[src/rtl/mcpu_pkg.sv]
// mcpu_pkg: widths, opcode constants and fetch FSM states shared across the MCPU
package mcpu_pkg;

    localparam int WORD_SIZE    = 16;
    localparam int OPERAND_SIZE = 4;
    localparam int ADDR_SIZE    = 8;

    localparam logic [3:0] OP_NOP = 4'h0;
    localparam logic [3:0] OP_ADD = 4'h1;
    localparam logic [3:0] OP_SUB = 4'h2;
    localparam logic [3:0] OP_LDI = 4'h3;
    localparam logic [3:0] OP_AND = 4'h4;
    localparam logic [3:0] OP_OR  = 4'h5;
    localparam logic [3:0] OP_XOR = 4'h6;
    localparam logic [3:0] OP_SHL = 4'h7;
    localparam logic [3:0] OP_SHR = 4'h8;
    localparam logic [3:0] OP_LD  = 4'h9;
    localparam logic [3:0] OP_ST  = 4'hA;
    localparam logic [3:0] OP_BR  = 4'hB;

    typedef enum logic [1:0] {S_RUN, S_HOLD, S_FLUSH} fetch_state_e;

    function automatic logic op_is_legal(input logic [3:0] op);
        return op inside {OP_NOP, OP_ADD, OP_SUB, OP_LDI, OP_AND, OP_OR,
                          OP_XOR, OP_SHL, OP_SHR, OP_LD, OP_ST, OP_BR};
    endfunction

endpackage

[src/rtl/mcpu_fetch_fifo.sv]
// mcpu_fetch_fifo: two-entry shift FIFO, head always in the first slot
module mcpu_fetch_fifo #(
    parameter int WIDTH = 24
) (
    input  logic             clk,
    input  logic             reset,
    input  logic             push,
    input  logic             pop,
    input  logic             flush,
    input  logic [WIDTH-1:0] din,
    output logic [WIDTH-1:0] dout,
    output logic             full,
    output logic             empty,
    output logic [1:0]       count
);

    logic [WIDTH-1:0] head_q, tail_q;
    logic [1:0]       count_q, wr_idx;
    logic             do_push, do_pop;

    assign dout    = head_q;
    assign count   = count_q;
    assign full    = count_q == 2'd2;
    assign empty   = count_q == 2'd0;
    assign do_pop  = pop && !empty;
    assign do_push = push && (!full || do_pop);
    assign wr_idx  = count_q - 2'(do_pop);

    // a pop shifts the tail forward; a push lands in the slot left after that shift
    always_ff @(posedge clk or posedge reset) begin
        if (reset) begin
            head_q  <= '0;
            tail_q  <= '0;
            count_q <= '0;
        end else if (flush) begin
            count_q <= '0;
        end else begin
            head_q  <= do_push && wr_idx == 2'd0 ? din : do_pop ? tail_q : head_q;
            tail_q  <= do_push && wr_idx == 2'd1 ? din : tail_q;
            count_q <= count_q + 2'(do_push) - 2'(do_pop);
        end
    end

endmodule

[src/rtl/mcpu_fetch_decode.sv]
// mcpu_fetch_decode: MCPU fetch stage with 2-entry decode buffer and redirect flush
// Optional illegal-opcode flag built only when MCPU_ILLEGAL_OPCODE_CHECK_EN is defined.
module mcpu_fetch_decode #(
    parameter int WORD_SIZE    = mcpu_pkg::WORD_SIZE,
    parameter int OPERAND_SIZE = mcpu_pkg::OPERAND_SIZE,
    parameter int ADDR_SIZE    = mcpu_pkg::ADDR_SIZE
) (
    input  logic                    clk,
    input  logic                    reset,
    output logic                    mem_rd,
    output logic [ADDR_SIZE-1:0]    mem_addr,
    input  logic [WORD_SIZE-1:0]    mem_rdata,
    input  logic                    halt,
    input  logic                    br_valid,
    input  logic [ADDR_SIZE-1:0]    br_target,
    output logic                    dec_valid,
    input  logic                    dec_ready,
    output logic [OPERAND_SIZE-1:0] dec_opcode,
    output logic [OPERAND_SIZE-1:0] dec_rd,
    output logic [OPERAND_SIZE-1:0] dec_ra,
    output logic [OPERAND_SIZE-1:0] dec_rb,
    output logic [7:0]              dec_imm,
    output logic [ADDR_SIZE-1:0]    dec_pc,
    output logic                    dec_illegal
);

    import mcpu_pkg::*;

    localparam int EW = WORD_SIZE + ADDR_SIZE;

    fetch_state_e         state_q, state_d;
    logic [ADDR_SIZE-1:0] pc_q, pc_d, rd_pc_q;
    logic                 inflight_q, inflight_d;
    logic                 issue, push, pop;
    logic [2:0]           occ_d;
    logic [EW-1:0]        head;
    logic [WORD_SIZE-1:0] head_word;
    logic                 fifo_full, fifo_empty;
    logic [1:0]           fifo_count;

    mcpu_fetch_fifo #(.WIDTH(EW)) u_fifo (
        .clk   (clk),
        .reset (reset),
        .push  (push),
        .pop   (pop),
        .flush (br_valid),
        .din   ({mem_rdata, rd_pc_q}),
        .dout  (head),
        .full  (fifo_full),
        .empty (fifo_empty),
        .count (fifo_count)
    );

    assign head_word  = head[EW-1 -: WORD_SIZE];
    assign dec_pc     = head[ADDR_SIZE-1:0];
    assign dec_opcode = head_word[WORD_SIZE-1 -: OPERAND_SIZE];
    assign dec_rd     = head_word[WORD_SIZE-OPERAND_SIZE-1 -: OPERAND_SIZE];
    assign dec_ra     = head_word[2*OPERAND_SIZE-1 -: OPERAND_SIZE];
    assign dec_rb     = head_word[OPERAND_SIZE-1:0];
    assign dec_imm    = head_word[7:0];
    assign dec_valid  = !fifo_empty && state_q != S_FLUSH;
    assign mem_rd     = issue;
    assign mem_addr   = pc_q;

`ifdef MCPU_ILLEGAL_OPCODE_CHECK_EN
    assign dec_illegal = dec_valid && !op_is_legal(4'(dec_opcode));
`else
    assign dec_illegal = 1'b0;
`endif

    // next state: a redirect overrides everything; otherwise HOLD once buffer plus in-flight reach two
    always_comb begin
        issue      = state_q == S_RUN && !halt && !reset && !fifo_full;
        push       = inflight_q && !br_valid;
        pop        = dec_valid && dec_ready && !br_valid;
        inflight_d = issue && !br_valid;
        occ_d      = br_valid ? 3'd0 : 3'(fifo_count) + 3'(push) - 3'(pop);
        pc_d       = br_valid ? br_target : pc_q + ADDR_SIZE'(issue);
        state_d    = br_valid ? S_FLUSH
                   : (halt || occ_d + 3'(inflight_d) >= 3'd2) ? S_HOLD : S_RUN;
    end

    // fetch FSM, PC and the address of the read currently in flight
    always_ff @(posedge clk or posedge reset) begin
        if (reset) begin
            state_q    <= S_RUN;
            pc_q       <= '0;
            rd_pc_q    <= '0;
            inflight_q <= 1'b0;
        end else begin
            state_q    <= state_d;
            pc_q       <= pc_d;
            inflight_q <= inflight_d;
            if (issue) rd_pc_q <= pc_q;
        end
    end

    a_no_overflow: assert property (@(posedge clk) disable iff (reset)
        3'(fifo_count) + 3'(inflight_q) <= 3'd2);
    a_rd_has_room: assert property (@(posedge clk) disable iff (reset)
        mem_rd |-> 3'(fifo_count) + 3'(inflight_q) < 3'd2);

endmodule

[config.mk]
export PLATFORM = sky130hd
export DESIGN_NAME = mcpu_fetch_decode
export DESIGN_NICKNAME = d
export VERILOG_FILES = /design/src/rtl/mcpu_pkg.sv /design/src/rtl/mcpu_fetch_fifo.sv /design/src/rtl/mcpu_fetch_decode.sv
export SDC_FILE = /design/constraint.sdc
export NUM_CORES = 1
export LEC_CHECK = 0
export ABC_AREA = 1
export BUFFER_PORTS_ARGS = -buffer_cell sky130_fd_sc_hd__buf_2
export CAP_MARGIN = 10
export CORE_MARGIN = 4
export CORE_UTILIZATION = 35
export CTS_BUF_LIST = sky130_fd_sc_hd__clkbuf_4 sky130_fd_sc_hd__clkbuf_8
export CTS_CLUSTER_DIAMETER = 30
export DETAILED_ROUTE_END_ITERATION = 10
export HOLD_SLACK_MARGIN = 0.03
export MAX_ROUTING_LAYER = met4
export SYNTH_ARGS = -nofsm -noshare
export SYNTH_HDL_FRONTEND = slang
export SYNTH_HIERARCHICAL = 1
export SYNTH_SLANG_ARGS = --single-unit
[constraint.sdc]
create_clock -name clk -period 2.4 [get_ports clk]
set_clock_uncertainty 0.1 [all_clocks]
set_input_delay 0.48 -clock clk [delete_from_list [all_inputs] [get_ports clk]]
set_output_delay 0.48 -clock clk [all_outputs]
set_load 0.1 [all_outputs]
**Yosys cells after proc, flatten, opt, wreduce, memory -nomap -nowiden**

Index checks and enable logic that the tools add are counted.

- Flip-flop bits (word level): 69
- Bits in latches: 0
- RAM bits: 0
- ROM bits: 0
- Bits of input ports: 29
- Output and inout bits: 43
- Logic and storage cells: 51
- Memories kept: 0

- Add/sub/neg operators: 7
- $mul: 0
- Divide/modulo/power cells: 0
- Magnitude comparators: 1
- Equality and inequality tests: 3
- Shift operators: 0
- Multiplexer cells: 7
- Bitwise gates (word level): 1
- Reduce and logical (&&, ||, !) cells: 25

Operators with widths:

| cell | number |
|---|---|
| two-way mux 24 bit | 2 |
| logical AND 1 bit | 12 |
| adder 8 x 1 -> 8 bit | 1 |
| two-way mux 8 bit | 1 |
| logical NOT 2 bit | 3 |
| logical NOT 1 bit | 5 |
| two-way mux 2 bit | 2 |
| AND reduction 2 bit | 2 |
| subtractor 2 x 1 -> 2 bit | 2 |
| adder 2 x 1 -> 3 bit | 1 |
| adder 3 x 1 -> 3 bit | 1 |
| >= comparator 3 x 2 -> 1 bit (second input constant) | 1 |
| two-way mux 3 bit | 1 |
| subtractor 3 x 1 -> 3 bit | 1 |
| adder 2 x 1 -> 2 bit | 1 |
| equality test 2 x 1 -> 1 bit (second input constant) | 1 |
| equality test 2 bit (second input constant) | 1 |
| logical OR 1 bit | 2 |
| != test 2 bit (second input constant) | 1 |
| nonzero test 2 bit | 1 |
| two-way mux 1 bit | 1 |
| inverter 1 bit | 1 |

**Depth between registers and ports, before layout**

Gate-level depths: netlist of the first run.

- Depth in word-level cells: 12
- Depth in mapped cells: 17
- Depth with buffers taken out: 15

**By module**

The synthesis of the first run kept the hierarchy.

By module, submodules not included:

| module | times used | cells an instance | area each (um^2) | sequential area each (um^2) |
|---|---|---|---|---|
| mcpu_fetch_fifo | 1 | 312 | 2419.8 | 1251.2 |
| mcpu_fetch_decode | 1 | 138 | 1089.8 | 475.5 |

**Worst setup path after synthesis of the first run**

Ideal clock, no wire load.

- Path kind: in2reg
- Start: input port reset
- End: register pc_q[6], in the netlist mem_addr[6]
- Library setup time: 0.118 ns
- Arrival: 2.773 ns
- Required time: 2.182 ns
- Path slack: -0.591 ns
- Stages on the path: 10
- Buffers on the path: 0
- Path through: inv_1 -> nand4_4 -> inv_1 -> ha_1 -> ha_1 -> nand3_1 -> nor2_1 -> nand2_1 -> nand3_1 -> nand2_1

- Cells in the longest elaborated chain, start to end: 5

Ends and longest elaborated chain:

| what | RTL line | source |
|---|---|---|
| start, declared | mcpu_fetch_decode.sv:9 | `input logic reset,` |
| logical NOT 1 bit (no line) | n/a |  |
| logical AND 1 bit (2 in a row) | mcpu_fetch_decode.sv:73 | `issue = state_q == S_RUN && !halt && !reset && !fifo_full;` |
| net mem_rd | mcpu_fetch_decode.sv:10 | `output logic mem_rd,` |
| adder 8 x 1 -> 8 bit | mcpu_fetch_decode.sv:78 | `pc_d = br_valid ? br_target : pc_q + ADDR_SIZE'(issue);` |
| two-way mux 8 bit | mcpu_fetch_decode.sv:78 |  |
| net pc_d[6] | mcpu_fetch_decode.sv:32 | `logic [ADDR_SIZE-1:0] pc_q, pc_d, rd_pc_q;` |
| end signal, assigned | mcpu_fetch_decode.sv:92 | `pc_q <= pc_d;` |
| end, declared | mcpu_fetch_decode.sv:32 |  |

The timed path passes the listed nets, and every way through them passes these cells.
A chain may end at the register's enable or synchronous reset.

**Worst setup path in the final report of the first run**

- Start: register u_fifo.count_q[1], in the netlist u_fifo/count[1]
- End: register state_q[0]

- Cells in the longest elaborated chain, start to end: 12
- Elaborated cells between the ends (all ways): 17
- Classes of those cells: 3 x add/sub; 1 x order compare; 1 x eq/ne; 3 x mux; 9 x reduce/logical

Ends and longest elaborated chain:

| what | RTL line | source |
|---|---|---|
| start, declared | mcpu_fetch_fifo.sv:18 | `logic [1:0] count_q, wr_idx;` |
| start signal, assigned | mcpu_fetch_fifo.sv:40 | `count_q <= count_q + 2'(do_push) - 2'(do_pop);` |
| logical NOT 2 bit | mcpu_fetch_fifo.sv:24 | `assign empty = count_q == 2'd0;` |
| net fifo_empty | mcpu_fetch_decode.sv:38 | `logic fifo_full, fifo_empty;` |
| logical NOT 1 bit | mcpu_fetch_decode.sv:61 | `assign dec_valid = !fifo_empty && state_q != S_FLUSH;` |
| logical AND 1 bit | mcpu_fetch_decode.sv:61 |  |
| logical AND 1 bit (2 in a row) | mcpu_fetch_decode.sv:75 | `pop = dec_valid && dec_ready && !br_valid;` |
| net pop | mcpu_fetch_decode.sv:34 | `logic issue, push, pop;` |
| subtractor 3 x 1 -> 3 bit | mcpu_fetch_decode.sv:77 | `occ_d = br_valid ? 3'd0 : 3'(fifo_count) + 3'(push) - 3'(pop);` |
| two-way mux 3 bit | mcpu_fetch_decode.sv:77 |  |
| adder 3 x 1 -> 3 bit | mcpu_fetch_decode.sv:80 | `: (halt \|\| occ_d + 3'(inflight_d) >= 3'd2) ? S_HOLD : S_RUN;` |
| >= comparator 3 x 2 -> 1 bit | mcpu_fetch_decode.sv:80 |  |
| logical OR 1 bit | mcpu_fetch_decode.sv:80 |  |
| two-way mux 1 bit | mcpu_fetch_decode.sv:80 |  |
| two-way mux 2 bit | mcpu_fetch_decode.sv:79 | `state_d = br_valid ? S_FLUSH` |
| net state_d[0] | mcpu_fetch_decode.sv:31 | `fetch_state_e state_q, state_d;` |
| end signal, assigned | mcpu_fetch_decode.sv:91 | `state_q <= state_d;` |
| end, declared | mcpu_fetch_decode.sv:31 |  |

The timed path passes the listed nets, and every way through them passes these cells.

==> metrics.txt, run 1 <==
status finished, violations left; failing checks setup timing; most frequent cells after synthesis nand2_1, dfrtp_1, nand3_1; CTS Buf Count 9; top post-synthesis cells by area dfrtp_1, nand2_1, nand3_1; slowest stage delay, CP 0.47 ns; filler cell count in the final layout 1009; reported max-cap violation count 0; area grow syn2layout 26.31%; worst r2r src u_fifo/count[1]; drt wl/cell 12.10 um; Reg clk slew, reported paths 0.08 ns; syn_nets 488; clock sinks 69; PwrDens 679.2 nW/um2; Gate Count Post-Synth 450; final slew viol count 0; reg2reg end state_q[0]; Final ANT Viol Nets 0; Final Cycle Share 1.054; Worst R2R Setup Slack -0.13 ns; fin cells 664; Multi-input gate area 1597 um2; die area 11690 um2; Register Area 1728 um2; Lkg Pwr 2.502 nW; Core Area 9774 um2; Inserted Diodes 0; register area share after synthesis 0.4920; largest net degree at the start of global routing 25; Design Area, Final 4433 um2; nets 564; Max Freq 0.3952 GHz; Final Wtd Congestion 0.7821; Worst Setup End Kind register; Mapped Area 3510 um2; H-tree Lvls 3; worst reg-to-reg path cell count 14; unrepaired setup endpoints after global routing yes; final WL 8036 um; dpl cells 647; GRT Residual Overflow 0; Synth Register Bits 69; Pre-antenna DRT Iters 5; layout cell share with drive strength beyond 1 0.2637; Post-DP HPWL 5616 um; final hold slack 0.07366 ns; Tot GR Track Use 0.1525; Die W 108.1 um; Worst Path Required 2.54 ns; maximum root-to-sink buffer count 2; Top FF cell, synth dfrtp_1; synth unique cells 30; area of placed instances 4106 um2; slowest CP cell fa_1; Power Total 3.011 mW; initial core utilization 0.3591; Synth Warn # 6; Crit Path Category reg2reg; Worst setup SP type register; number of flops mapped to enable cells by yosys 0; first-pass GRT wire length 13660 um; Final Hold Viols 0; IO buf count 70; vias per cell 4.470; TritonCTS clock tree built; Syn Area/Cell 7.799 um2; CP arrival 2.67 ns; Worst Hold Class in2async; number of I/O pins 72; vias in the first global route 2934; initial drt markers 109; Peak VDD IR 0.0002804 V; Die H 108.1 um; final worst slack -0.1305 ns; asr flop ratio synth 1.000; post-cts hold buffer count 0; crit path cell chain nor2_4 > o21bai_4 > nor2_4 > ha_4 > inv_2 > ha_4 > fa_1 > inv_1 > nor2_1 > ha_1 > nor2_1 > nand3_1 > nand2_1 > inv_1; vias post-DR 2968; antenna violations before repair 0; DRC viols 0; worst-path maximum fanout 2; root buffer cell clkbuf_8; pre-CTS setup slack -0.2099 ns; CP startpoint u_fifo/count[1]; top-count cell post-synth nand2_1; minimum clock period 2.530 ns; post-synth top area share 0.4920; final setup violation count 1; worst rel slew slack 0.5995; Skew-Pair Late Insertion Delay 0.34 ns; FP Rows 36; Worst-Margin Slew 0.5992 ns; cell taking the most area after synthesis dfrtp_1
routing by layer:
layer / vias up / part of all wire / global-route usage
met4: 0 / 0.011 / 0.05771
met3: 7 / 0.048 / 0.03224
met2: 72 / 0.48 / 0.2451
met1: 1354 / 0.46 / 0.1895
li1: 1535 / - / -
met5: - / 0 / -
power by group:
| part | internal (mW) | leakage, nW | switching (mW) |
|---|---|---|---|
| combinational | 0.112 | 1.45 | 0.443 |
| sequential | 1.23 | 0.924 | 0.0586 |
| clock | 0.698 | 0.124 | 0.466 |
| total | 2.04 | 2.50 | 0.968 |
kinds of logic after synthesis:
group / Yosys count / share of synthesized area
xor gates and xnor gates: 2 / 0.004992
buffers and inverters: 55 / 0.08200
DFF: 69 / 0.4920
other: 1 / 0.001068
and+or+nand+nor: 301 / 0.3622
adders and majority gates: 9 / 0.03423
AOI/OAI and AO/OA: 13 / 0.02353
worst max-delay path, delay by kind of cell (launching register included):
family	cells	cell delay [ns]
adder cells (fa/ha/maj)	4	1.12
AND/OR/NAND/NOR	6	0.54
buffers and inverters	3	0.12
flip-flops	1	0.43
AO/OA/AOI/OAI	1	0.14
flip-flops by register name, summed over array words and instances (netlist names):
name	flops
state_q	2
rd_pc_q	8
inflight_q	1
u_fifo/tail_q	24
u_fifo/count	2
u_fifo/dout	24
mem_addr	8
layout make-up:
type | count | share of cell area
inverters | 29 | 0.02625
flip-flops and latches | 69 | 0.3898
clock inverters | 7 | 0.02738
clock buffers | 9 | 0.02794
well taps | 133 | 0.03754
repair buffers | 91 | 0.1310
multi-input cells | 326 | 0.3601
cells in the final DEF, fill, tap and decap left out, types with 4 or more instances in the layout:
cell type,synthesis,final
nand2_1,238,236
o21ai_1,6,9
inv_1,27,23
nor2_2,3,4
nand2_2,4,6
buf_4,13,15
inv_2,2,4
nand3_1,33,32
clkbuf_8,0,9
buf_2,8,69
ha_4,0,5
dfrtp_1,69,68
nor2_1,15,12
buf_12,0,5
worst max-delay path by stage:
stage,end,cells past startpoint,slack [ns]
floorplan,mem_addr[6],10,-0.11
detailed placement,state_q[0],15,-0.21
finish,state_q[0],14,-0.13
global route,state_q[0],14,-0.29
global placement,state_q[0],15,-0.11
CTS,state_q[0],14,-0.13
what timing repair did:
item                       CTS  global route
resized for setup            4            11
buffers inserted             0             1
pin swaps                    0            12
setup endpoints to repair    1            29
metrics by stage:
step	utilization	TNS [ns]
2_1_floorplan	-	-0.3470
3_3_place_gp	0.4201	-0.1105
3_5_place_dp	0.4201	-1.594
4_1_cts	0.4469	-0.1333
5_1_grt	0.4535	-0.7514
6_report	0.4535	-0.1305
No activity file was read; power rests on OpenSTA's default activity.
==> run 2, diff against run 1 <==
- BUFFER_PORTS_ARGS: -buffer_cell sky130_fd_sc_hd__buf_2 -> -buffer_cell sky130_fd_sc_hd__buf_4
==> metrics.txt, run 2 (synthesized netlist as in run 1, its figures left out) <==
status finished, violations left; failing checks setup timing; Post-DP HPWL 5495 um; most frequent cells in the layout nand2_1, buf_4, dfrtp_1, nand3_1, inv_1; Worst-Margin Slew 0.6591 ns; delay-heaviest family, CP simple AND/OR/NAND/NOR gates; crit path cell chain nor2_2 > o21bai_4 > nor2_4 > buf_4 > buf_4 > inv_2 > nor2_4 > ha_4 > inv_1 > nand2_2 > nand3_4 > nor2_8 > buf_12 > nor2_2 > nor2_4 > clkbuf_16 > nand2_1 > nand2_1; worst rel slew slack 0.5603; Pre-antenna DRT Iters 5; antenna violations before repair 0; Peak VDD IR 0.0002278 V; DRC viols 0; most common cell after layout, fill and taps aside nand2_1; PwrDens 566.5 nW/um2; Worst Hold Class in2async; number of I/O pins 72; vias per cell 4.594; dpl cells 647; Final ANT Viol Nets 0; Inserted Diodes 0; final slew viol count 0; H-tree Lvls 3; clock sinks 69; Clk pwr share 0.303; Sw Share 0.3520; minimum clock period 2.566 ns; Tot GR Track Use 0.1541; Worst Setup End Kind register; FP Rows 36; Core Area 9774 um2; post-cts hold buffer count 0; maximum root-to-sink buffer count 2; Crit path buffers/inverters 6; Worst Path Required 2.58 ns; nets 583; TritonCTS clock tree built; Crit Path Category reg2reg; Worst setup SP type register; metal3 WL 461 um; reported max-cap violation count 0; Seq pwr share 0.476; vias post-DR 3133; Skew-Pair Late Insertion Delay 0.34 ns; Reg clk slew, reported paths 0.07 ns; layout cell share with drive strength beyond 1 0.2951; first-pass GRT wire length 13840 um; filler cell count in the final layout 976; Pint 1.762 mW; drt wl/cell 13.85 um; wire length on met2 4385 um; root buffer cell clkbuf_8; Power Total 2.719 mW; CP arrival 2.75 ns; unrepaired setup endpoints after global routing yes; slowest stage delay, CP 0.37 ns; slowest CP cell dfrtp_1; wl on met1 4347 um; Final Cycle Share 1.069; Final Hold Viols 0; area grow syn2layout 36.76%; initial drt markers 132; utilization after layout 0.4910; CTS Buf Count 9; die area 11690 um2; Final Wtd Congestion 0.8351; Most common cell on crit path nor2_4; Net Switching 0.9572 mW; Die H 108.1 um; Logic pwr share 0.221; largest net degree at the start of global routing 29; IO buf count 70; final worst slack -0.1665 ns; Die W 108.1 um; fin cells 682; final WL 9444 um; final setup violation count 31; vias in the first global route 2955; Lkg Pwr 2.638 nW; initial core utilization 0.3591; DR top layer met4; Max Freq 0.3896 GHz; worst-path maximum fanout 6; GRT Residual Overflow 0
[run 2: cell count changes in the layout (fill, tap and decap cells not counted), moves of 2 or more]
cell / previous run / this run
buf_4: 15 / 93
buf_2: 69 / 0
clkbuf_16: 0 / 5
bufinv_16: 3 / 0
clkinv_2: 1 / 4
buf_12: 5 / 7
inv_6: 2 / 0
nand2_1: 236 / 234
o21bai_2: 0 / 2
[run 2: power by group through the flow]
stage	clock [mW]	combinational, mW	sequential [mW]
CTS	0.849	0.596	1.29
global route	0.894	0.642	1.31
detailed placement	0	0.592	1.32
global placement	0	0.588	1.31
finish	0.823	0.602	1.29
floorplan	0	0.225	1.53
[run 2: repair_timing]
item                       CTS  global route
gates resized for setup      6            18
cloned                       0             9
hold endpoints to repair     0             0
buffers inserted             3             8
setup endpoints to repair    1            33
pin swaps                    8            14
[run 2: worst register-to-register path, stage by stage (launching register included)]
cell	delay, ns
dfrtp_1	0.37
nor2_2	0.05
o21bai_4	0.18
nor2_4	0.13
buf_4	0.13
buf_4	0.10
inv_2	0.05
nor2_4	0.11
ha_4	0.15
inv_1	0.04
nand2_2	0.08
nand3_4	0.11
nor2_8	0.16
buf_12	0.12
nor2_2	0.04
nor2_4	0.25
clkbuf_16	0.22
nand2_1	0.06
nand2_1	0.06
[run 2: layout make-up]
type | count | area [um2] | area share
inverter | 29 | 116.4 | 0.02424
multi-input combinational | 328 | 1632 | 0.3399
sequential | 69 | 1728 | 0.3600
timing repair buffer | 108 | 997.2 | 0.2078
clock buffer | 10 | 131.4 | 0.02737
clock inverter | 5 | 28.78 | 0.005996
tap | 133 | 166.4 | 0.03467
[run 2: metal layers]
layer,track usage,up-vias
met1,0.1946,1435
met2,0.2460,101
li1,-,1574
met4,0.06132,0
met3,0.02806,23
met5,-,-
[run 2: worst paths after layout]
| check | from | end | slack [ns] | cells after the start |
|---|---|---|---|---|
| min in group clk | br_target[1] | mem_addr[1] | 0.23 | 3 |
| setup / recovery | u_fifo/count[0] | u_fifo/dout[16] | -0.17 | 18 |
| hold reg to reg | u_fifo/tail_q[8] | u_fifo/tail_q[8] | 0.38 | 2 |
| max in group asynchronous | reset | u_fifo/tail_q[9] | 1.54 | 3 |
| setup reg to reg | u_fifo/count[0] | u_fifo/dout[16] | -0.17 | 18 |
| hold / removal | reset | u_fifo/tail_q[3] | 0.12 | 2 |
[run 2: per-stage QoR]
| step | setup WS [ns] | cell area (um2) | hold WS, ns | TNS, ns |
|---|---|---|---|---|
| 2_1_floorplan | -0.1073 | 3560 | 0.2413 | -0.3470 |
| 3_3_place_gp | -0.1248 | 4267 | 0.3533 | -0.1248 |
| 3_5_place_dp | -0.2338 | 4267 | 0.3582 | -1.157 |
| 4_1_cts | -0.1710 | 4481 | 0.1256 | -0.1710 |
| 5_1_grt | -0.2819 | 4800 | 0.1463 | -9.144 |
| 6_report | -0.1665 | 4800 | 0.1165 | -3.110 |
==> run 3, diff against run 2 <==
- clock period: 2.4 -> 3.3 ns (I/O delays scaled with it)
==> metrics.txt, run 3 (synthesized netlist as in run 1, its figures left out) <==
Final Hold Viols 0; final setup violation count 0; worst-path maximum fanout 24; Skew-Pair Late Insertion Delay 0.34 ns; status complete, no violations; clock sinks 69; area grow syn2layout 22.53%; vias post-DR 2864; final WL 7648 um; Worst R2R Setup Slack 0.39 ns; IO buf count 70; Inserted Diodes 0; CP startpoint u_fifo/count[1]; worst r2r src u_fifo/count[1]; FP Rows 36; worst rel slew slack 0.5892; filler cell count in the final layout 994; Pre-antenna DRT Iters 4; root buffer cell clkbuf_8; post-cts hold buffer count 0; Core Area 9774 um2; CP arrival 3.04 ns; layout cell share with drive strength beyond 1 0.2112; most frequent cells in the layout nand2_1, buf_4, dfrtp_1, nand3_1, inv_1; maximum root-to-sink buffer count 2; drt wl/cell 11.78 um; utilization after layout 0.4400; Worst setup SP type register; postcts setup bufs 0; Gates resized, CTS repair 0; PwrDens 499.3 nW/um2; Tot GR Track Use 0.1458; fin cells 649; Power Total 2.147 mW; die area 11690 um2; Worst Path Required 3.42 ns; Final Wtd Congestion 0.7958; Crit Path Category reg2reg; H-tree Lvls 3; Design Area, Final 4300 um2; GRT Residual Overflow 0; Post-DP HPWL 5378 um; final worst slack 0.3855 ns; unrepaired setup endpoints after global routing no; Worst-Margin Slew 0.6146 ns; Lkg Pwr 2.447 nW; Max Freq 0.3431 GHz; reported max-cap violation count 0; Die H 108.1 um; pre-CTS setup slack 0.1671 ns; initial core utilization 0.3591; setup tns final 0 ns; most common cell after layout, fill and taps aside nand2_1; Reg clk slew, reported paths 0.08 ns; nets 549; CTS Buf Count 9; Die W 108.1 um; dpl cells 633; TritonCTS clock tree built; Final ANT Viol Nets 0; Worst Setup End Kind register; area of placed instances 4068 um2; Worst Hold Class in2async; vias per cell 4.413; DRC viols 0; largest net degree at the start of global routing 27; antenna violations before repair 0; final slew viol count 0; vias in the first global route 2731; Peak VDD IR 0.0002519 V; minimum clock period 2.915 ns; Final Cycle Share 0.8832; number of I/O pins 72; final hold slack 0.2946 ns; initial drt markers 96; first-pass GRT wire length 13100 um
-- run 3: final cells by class --
| class | count | area [um2] | share of cell area |
|---|---|---|---|
| clock buffer | 11 | 151.4 | 0.03521 |
| clock inverter | 5 | 81.33 | 0.01891 |
| inverter | 29 | 108.9 | 0.02531 |
| multi-input combinational | 326 | 1495 | 0.3477 |
| sequential | 69 | 1727 | 0.4015 |
| tap | 133 | 166.4 | 0.03870 |
| timing repair buffer | 76 | 570.5 | 0.1327 |
-- run 3: path summary, 6_finish.rpt --
| check | cells after the start | end |
|---|---|---|
| min reg2reg | 2 | u_fifo/tail_q[12] |
| max | 13 | u_fifo/tail_q[19] |
| max in group asynchronous | 3 | u_fifo/dout[8] |
| min | 2 | u_fifo/tail_q[3] |
| max reg2reg | 13 | u_fifo/tail_q[19] |
| min in group clk | 2 | u_fifo/tail_q[12] |
-- run 3: power breakdown --
part | internal (mW) | switching, mW
sequential | 0.897 | 0.0448
clock | 0.468 | 0.323
combinational | 0.0962 | 0.318
total | 1.46 | 0.686
-- run 3: routing by layer --
layer	wire, um	global-route usage	vias up
met5	0	-	-
met4	119	0.04509	0
met3	465	0.03343	14
met2	3476	0.2211	77
met1	3586	0.1949	1277
li1	-	-	1496
-- run 3: critical path, cell delays in order, from the launching register on --
cell and delay, ns:
dfrtp_1 0.51, nor2_1 0.11, o21bai_1 0.20, nor2_1 0.14, inv_1 0.08, nor2_2 0.25
ha_1 0.23, inv_1 0.04, nand2_1 0.11, nand2_1 0.10, nor3_4 0.32, nand2_2 0.38
nand2_1 0.16, nand2_1 0.06
